[src/rtl/otter_mtimer.sv]
// -----------------------------------------------------------------------------
// otter_mtimer
//   Memory-mapped machine timer and software-interrupt source for one hart.
//   Holds a 64-bit mtime counter, a 64-bit mtimecmp and an msip bit, and drives
//   MTIP (bit 7) and MSIP (bit 3) of the interrupt vector into the CSR unit.
//
//   Register map (word index = i_bus_addr[4:2]):
//     0 MSIP (bit 0), 1 MTIMECMP_LO, 2 MTIMECMP_HI, 3 MTIME_LO, 4 MTIME_HI,
//     5-7 unmapped (read 0, writes ignored, still acknowledged).
//
//   Optional build macro:
//     OTTER_MTIMER_PRESCALER_EN - mtime advances once every PRESCALE cycles
//                                 instead of every cycle.
//
// Ports
//   i_clk        system clock, rising edge
//   i_rst_n      synchronous active-low reset
//   i_bus_rd     read request pulse
//   i_bus_wr     write request pulse (wins over a simultaneous read)
//   i_bus_addr   byte offset; [4:2] selects the register
//   i_bus_wdata  write data
//   i_bus_wstrb  byte enables for writes
//   o_bus_rdata  read data, non-zero only while o_bus_ack is high
//   o_bus_ack    one-cycle acknowledge, registered, for every request
//   o_intrpt     interrupt vector: [7]=MTIP, [3]=MSIP, others 0
// -----------------------------------------------------------------------------
module otter_mtimer #(
    parameter int PRESCALE = 16
) (
    input  logic        i_clk,
    input  logic        i_rst_n,
    input  logic        i_bus_rd,
    input  logic        i_bus_wr,
    input  logic [4:0]  i_bus_addr,
    input  logic [31:0] i_bus_wdata,
    input  logic [3:0]  i_bus_wstrb,
    output logic [31:0] o_bus_rdata,
    output logic        o_bus_ack,
    output logic [31:0] o_intrpt
);

    localparam logic [2:0] IDX_MSIP     = 3'd0;
    localparam logic [2:0] IDX_CMP_LO   = 3'd1;
    localparam logic [2:0] IDX_CMP_HI   = 3'd2;
    localparam logic [2:0] IDX_MTIME_LO = 3'd3;
    localparam logic [2:0] IDX_MTIME_HI = 3'd4;

    function automatic logic [31:0] byte_merge(input logic [31:0] old_v,
                                               input logic [31:0] new_v,
                                               input logic [3:0]  strb);
        logic [31:0] r;
        r = old_v;
        for (int i = 0; i < 4; i++) begin
            if (strb[i]) r[8*i +: 8] = new_v[8*i +: 8];
        end
        return r;
    endfunction

    logic [63:0] mtime;
    logic [63:0] mtimecmp;
    logic        msip;
    logic [31:0] hi_shadow;

    logic        ack_p1;
    logic [31:0] rdata_p1;
    logic        mtip_p1;

    logic [2:0]  idx;
    logic        rd_en;
    logic        wr_mtime;
    logic        tick;
    logic        unused_addr;

    assign idx         = i_bus_addr[4:2];
    assign unused_addr = ^i_bus_addr[1:0];
    // A simultaneous write suppresses the read side entirely.
    assign rd_en       = i_bus_rd & ~i_bus_wr;
    assign wr_mtime    = i_bus_wr & ((idx == IDX_MTIME_LO) | (idx == IDX_MTIME_HI));

`ifdef OTTER_MTIMER_PRESCALER_EN
    localparam int PCNT_W = (PRESCALE > 1) ? $clog2(PRESCALE) : 1;
    localparam logic [PCNT_W-1:0] PCNT_LAST = PCNT_W'(PRESCALE - 1);

    logic [PCNT_W-1:0] pcnt;

    assign tick = (pcnt == PCNT_LAST);

    // Writing mtime restarts the prescale period so the next increment comes
    // a full PRESCALE cycles after the write.
    always_ff @(posedge i_clk) begin
        if (!i_rst_n)               pcnt <= '0;
        else if (wr_mtime || tick)  pcnt <= '0;
        else                        pcnt <= pcnt + 1'b1;
    end
`else
    assign tick = 1'b1;
`endif

    // ---- stage p1: registered bus response, compare and register updates ----
    always_ff @(posedge i_clk) begin
        if (!i_rst_n) begin
            mtime     <= '0;
            mtimecmp  <= '1;
            msip      <= 1'b0;
            hi_shadow <= '0;
            ack_p1    <= 1'b0;
            rdata_p1  <= '0;
            mtip_p1   <= 1'b0;
        end else begin
            ack_p1   <= i_bus_rd | i_bus_wr;
            rdata_p1 <= '0;
            mtip_p1  <= (mtime >= mtimecmp);

            // A write to either half of mtime takes priority over the tick;
            // the untouched half keeps its value and no carry is applied.
            if (wr_mtime) begin
                if (idx == IDX_MTIME_LO)
                    mtime[31:0]  <= byte_merge(mtime[31:0], i_bus_wdata, i_bus_wstrb);
                else
                    mtime[63:32] <= byte_merge(mtime[63:32], i_bus_wdata, i_bus_wstrb);
            end else if (tick) begin
                mtime <= mtime + 64'd1;
            end

            if (i_bus_wr) begin
                case (idx)
                    IDX_MSIP:   if (i_bus_wstrb[0]) msip <= i_bus_wdata[0];
                    IDX_CMP_LO: mtimecmp[31:0]  <= byte_merge(mtimecmp[31:0], i_bus_wdata, i_bus_wstrb);
                    IDX_CMP_HI: mtimecmp[63:32] <= byte_merge(mtimecmp[63:32], i_bus_wdata, i_bus_wstrb);
                    default: ;
                endcase
            end

            // Reading the low half snapshots the high half so a following
            // read of MTIME_HI is coherent with it.
            if (rd_en) begin
                case (idx)
                    IDX_MSIP:     rdata_p1 <= {31'd0, msip};
                    IDX_CMP_LO:   rdata_p1 <= mtimecmp[31:0];
                    IDX_CMP_HI:   rdata_p1 <= mtimecmp[63:32];
                    IDX_MTIME_LO: begin
                        rdata_p1  <= mtime[31:0];
                        hi_shadow <= mtime[63:32];
                    end
                    IDX_MTIME_HI: rdata_p1 <= hi_shadow;
                    default:      rdata_p1 <= '0;
                endcase
            end
        end
    end

    assign o_bus_ack   = ack_p1;
    assign o_bus_rdata = rdata_p1;
    assign o_intrpt    = {24'd0, mtip_p1, 3'd0, msip, 3'd0};

endmodule
[config.mk]
export PLATFORM = sky130hd
export DESIGN_NAME = otter_mtimer
export DESIGN_NICKNAME = d
export VERILOG_FILES = /design/src/rtl/otter_mtimer.sv
export SDC_FILE = /design/constraint.sdc
export NUM_CORES = 1
export LEC_CHECK = 0
export CORE_UTILIZATION = 40
export CTS_BUF_LIST = sky130_fd_sc_hd__clkbuf_4 sky130_fd_sc_hd__clkbuf_8 sky130_fd_sc_hd__clkbuf_16
export CTS_CLUSTER_DIAMETER = 80
export DETAILED_ROUTE_END_ITERATION = 6
export DONT_BUFFER_PORTS = 1
export PLACE_DENSITY = 0.53
export SLEW_MARGIN = 20
export SYNTH_ARGS = -nofsm -noshare
export SYNTH_HDL_FRONTEND = slang
export SYNTH_SLANG_ARGS = --single-unit
[constraint.sdc]
create_clock -name i_clk -period 2.8 [get_ports i_clk]
set_clock_uncertainty 0.2 [all_clocks]
set_input_delay 0.56 -clock i_clk [delete_from_list [all_inputs] [get_ports i_clk]]
set_output_delay 0.56 -clock i_clk [all_outputs]
set_load 0.1 [all_outputs]
==> qor.txt, run 1 <==
Crit path kind: flip-flop to flip-flop
Clk Latency, worst-skew pair: 450 ps
Antenna cells: 0
Max-Cap Viols: 0
VDD IR max: 377 µV
Slowest library cell on the worst path: or4_1
Fraction of registers with async set/reset: 0%
Tmin final: 2630 ps
Layout Cells excl Fill: 1797
Clk pwr share: 41.7%
Hold Path Cell Cnt: 1
Ys flop type: dfxtp_1
Switching Share: 28.9%
Int Pwr: 4530 µW
Share of cells above drive strength 1: 12.7%
CP endpoint kind: flip-flop
Worst Path Required: 2970 ps
Avg Vias per Cell: 5.95
Most common cell after layout, fill and taps aside: nand2_1
Fin. max-slew vios: 0
Final period util: 93.9%
WL final: 37.8 mm
CTS H-tree depth: 4
Total power divided by cell area: 507 mW/mm²
Multi-input combinational cell area: 0.00625 mm²
TritonCTS clock tree: done
Antenna violations before repair: 0
Total GRT Usage: 26.9%
Critical-path cell list: nand4_1 -> or4_1 -> nor4_4 -> nand4_1 -> or3_1 -> a31oi_1
Hold Crit Class: input pin to flip-flop
Mapped Cells: 1398
FF+latch count, synth: 195
HPWL after detailed placement: 26.4 mm
Highest net fanout along the worst path: 6
Setup violations, final: 0
CTS max path bufs: 2
Final TNS setup: 0 ps
Reg2reg start: mtime[17]
P_leak: 0.00518 µW
First-pass GRT wire length: 58.0 mm
I/O pin count: 110
Max incr delay on CP: 600 ps
Post-synthesis cell area: 0.0109 mm²
FF-to-FF path depth: 6
Avg Cell Area, Syn: 7.82 µm²
Post-CTS Setup Inserts: 0
WP data arrival: 2800 ps
Die area: 0.0280 mm²
PortBufs: 0
Crit path buf inv count: 0
Drt pass-1 iters: 5
Hold WS: 17.6 ps
Crit path depth: 6
Most used cell, CP: nand4_1
Layout net count: 1553
Least-Margin Pin Slew: 743 ps
DRC: 0
Vias in the first global route: 9994
Routability Congestion: 0.868
CP delay by family, top: simple AND/OR/NAND/NOR gates
Cell count after placement: 1760
F_max: 380 MHz
Net switching power: 1840 µW
Vias: 10700
Reg2Reg Capture Point: mtime[62]
Fill cells: 2683
Die X: 167 µm
EDFF count, synth: 0
Vert. Die Dim: 167 µm
Total grt overflow: 0
Sequential cell area: 0.00390 mm²
Largest net degree at the start of global routing: 108
Yosys warns: 0
Seq/Total Area, Yosys: 35.7%
Final hold violations: 0
Core Rows: 60
Hold path endpoint: mtimecmp[58]
Area grow syn2layout: 14.9%
Core area: 0.0269 mm²
Netlist cell types: 71
DRT iter0 DRCs: 898
Worst slew margin: 50.1%
Status: finished clean
CTS sink count: 195
TritonCTS buffer count: 17
Worst reg2reg setup slack: 170 ps
Seq pwr share: 45.9%
Wire per inst: 21.0 µm
Clock transition at path regs: 70 ps
RSZ-0062 raised after global routing: false
Setup crit start kind: flip-flop
Combinational share of power: 12.4%
Root cell of the clock tree: clkbuf_16
Antenna viol nets, final: 0
Hold_sp: i_rst_n
Commonest non-fill, non-tap cells in the layout: nand2_1, dfxtp_1, a21oi_1, buf_4, a22oi_1
Initial Utilization: 40.7%
-- sequential cells by signal, summed over array words and instances, names as in the netlist --
| name | flops |
|---|---|
| hi_shadow | 32 |
| o_bus_ack | 1 |
| mtip_p1 | 1 |
| o_bus_rdata | 32 |
| mtime | 64 |
| msip | 1 |
| mtimecmp | 64 |
-- repair_timing --
action,in CTS,in global routing
endpoints found under the hold margin,0,7
gates resized for setup,0,1
endpoints found under the setup margin,0,1
hold buffers,0,5
-- cells in the mapped netlist, types with 5 or more instances --
master	n	share of area [%]
o31ai_1	8	0.55
dfxtp_1	195	36
inv_1	74	2.5
a31oi_1	16	0.92
clkbuf_1	93	3.2
and3_1	23	1.3
o211ai_1	70	4.8
nor3b_1	6	0.41
nand3_1	53	2.4
xor2_1	6	0.48
nand4_1	34	1.9
a22oi_1	80	5.5
a211oi_1	6	0.41
buf_4	32	2.2
nor2_1	64	2.2
o31a_1	6	0.48
nor4_1	18	1.0
o21a_1	8	0.55
mux2i_1	5	0.46
buf_1	5	0.17
or3_1	5	0.29
o21ai_0	60	2.7
o22ai_1	7	0.40
and2_1	8	0.46
a21oi_1	134	6.1
ha_1	65	7.4
nand2_1	206	7.1
and4_1	11	0.88
nor3_1	20	0.92
-- logic make-up after synthesis --
family,after synthesis,share of synthesized area (%)
and+or+nand+nor,466,20.6
AOI/OAI and AO/OA,446,26.6
buffers and inverters,211,8.43
DFF,195,35.7
adders and majority gates,65,7.44
xor gates and xnor gates,9,0.721
muxes,5,0.458
other,1,0.0343
-- power by group through the flow --
| stage | combinational [µW] | sequential, µW | clock, µW |
|---|---|---|---|
| 2_1_floorplan | 575 | 3030 | 0 |
| 3_5_place_dp | 769 | 2990 | 0 |
| 3_3_place_gp | 760 | 2990 | 0 |
| 5_1_grt | 845 | 2930 | 2810 |
| 4_1_cts | 772 | 2920 | 2700 |
| 6_report | 788 | 2920 | 2660 |
-- cell type report --
type                            count  share of cell area, %
Clock inverter                     13                   1.39
Timing Repair Buffer              134                   8.61
Tap cell                          341                   3.40
Clock buffer                       19                   3.51
Inverter                           74                   2.21
Multi-Input combinational cell   1021                   49.8
Sequential cell                   195                   31.1
-- metal layers --
layer | GRT usage [%] | up-vias | wire length, µm
met5 | 0 | - | 0
met1 | 36.5 | 5125 | 17600
met4 | 9.17 | 0 | 977
li1 | - | 5139 | -
met2 | 43.6 | 366 | 17100
met3 | 3.83 | 64 | 2090
-- worst max path at each step --
stage	from	to	slack [ps]
CTS	mtime[1]	mtime[62]	150
floorplan	i_bus_addr[2]	mtime[38]	180
finish	mtime[17]	mtime[62]	170
global route	mtime[17]	mtime[62]	8
detailed placement	mtime[1]	mtime[62]	210
global placement	mtime[1]	mtime[62]	230
-- stage by stage --
step                      instance area (µm²)  total power [µW]  setup WS, ps  utilization (%)
after CTS                               12500              6390           146             46.5
after global routing                    12600              6590          7.56             46.7
after floorplan                         11000              3600           176                -
final                                   12600              6370           171             46.7
after global placement                  11900              3750           230             44.2
after detailed placement                11900              3760           209             44.2
(Power assumes the default switching activity.)
==> inputs of run 2 (changes only) <==
--- a/config.mk
+++ b/config.mk
@@ -5,6 +5,7 @@
 export SDC_FILE = /design/constraint.sdc
 export NUM_CORES = 1
 export LEC_CHECK = 0
+export ABC_CLOCK_PERIOD_IN_PS = 2800
 export CORE_UTILIZATION = 40
 export CTS_BUF_LIST = sky130_fd_sc_hd__clkbuf_4 sky130_fd_sc_hd__clkbuf_8 sky130_fd_sc_hd__clkbuf_16
 export CTS_CLUSTER_DIAMETER = 80
==> results of run 2 <==
No change in the layout: final DEF, timing and power equal those of run 1.
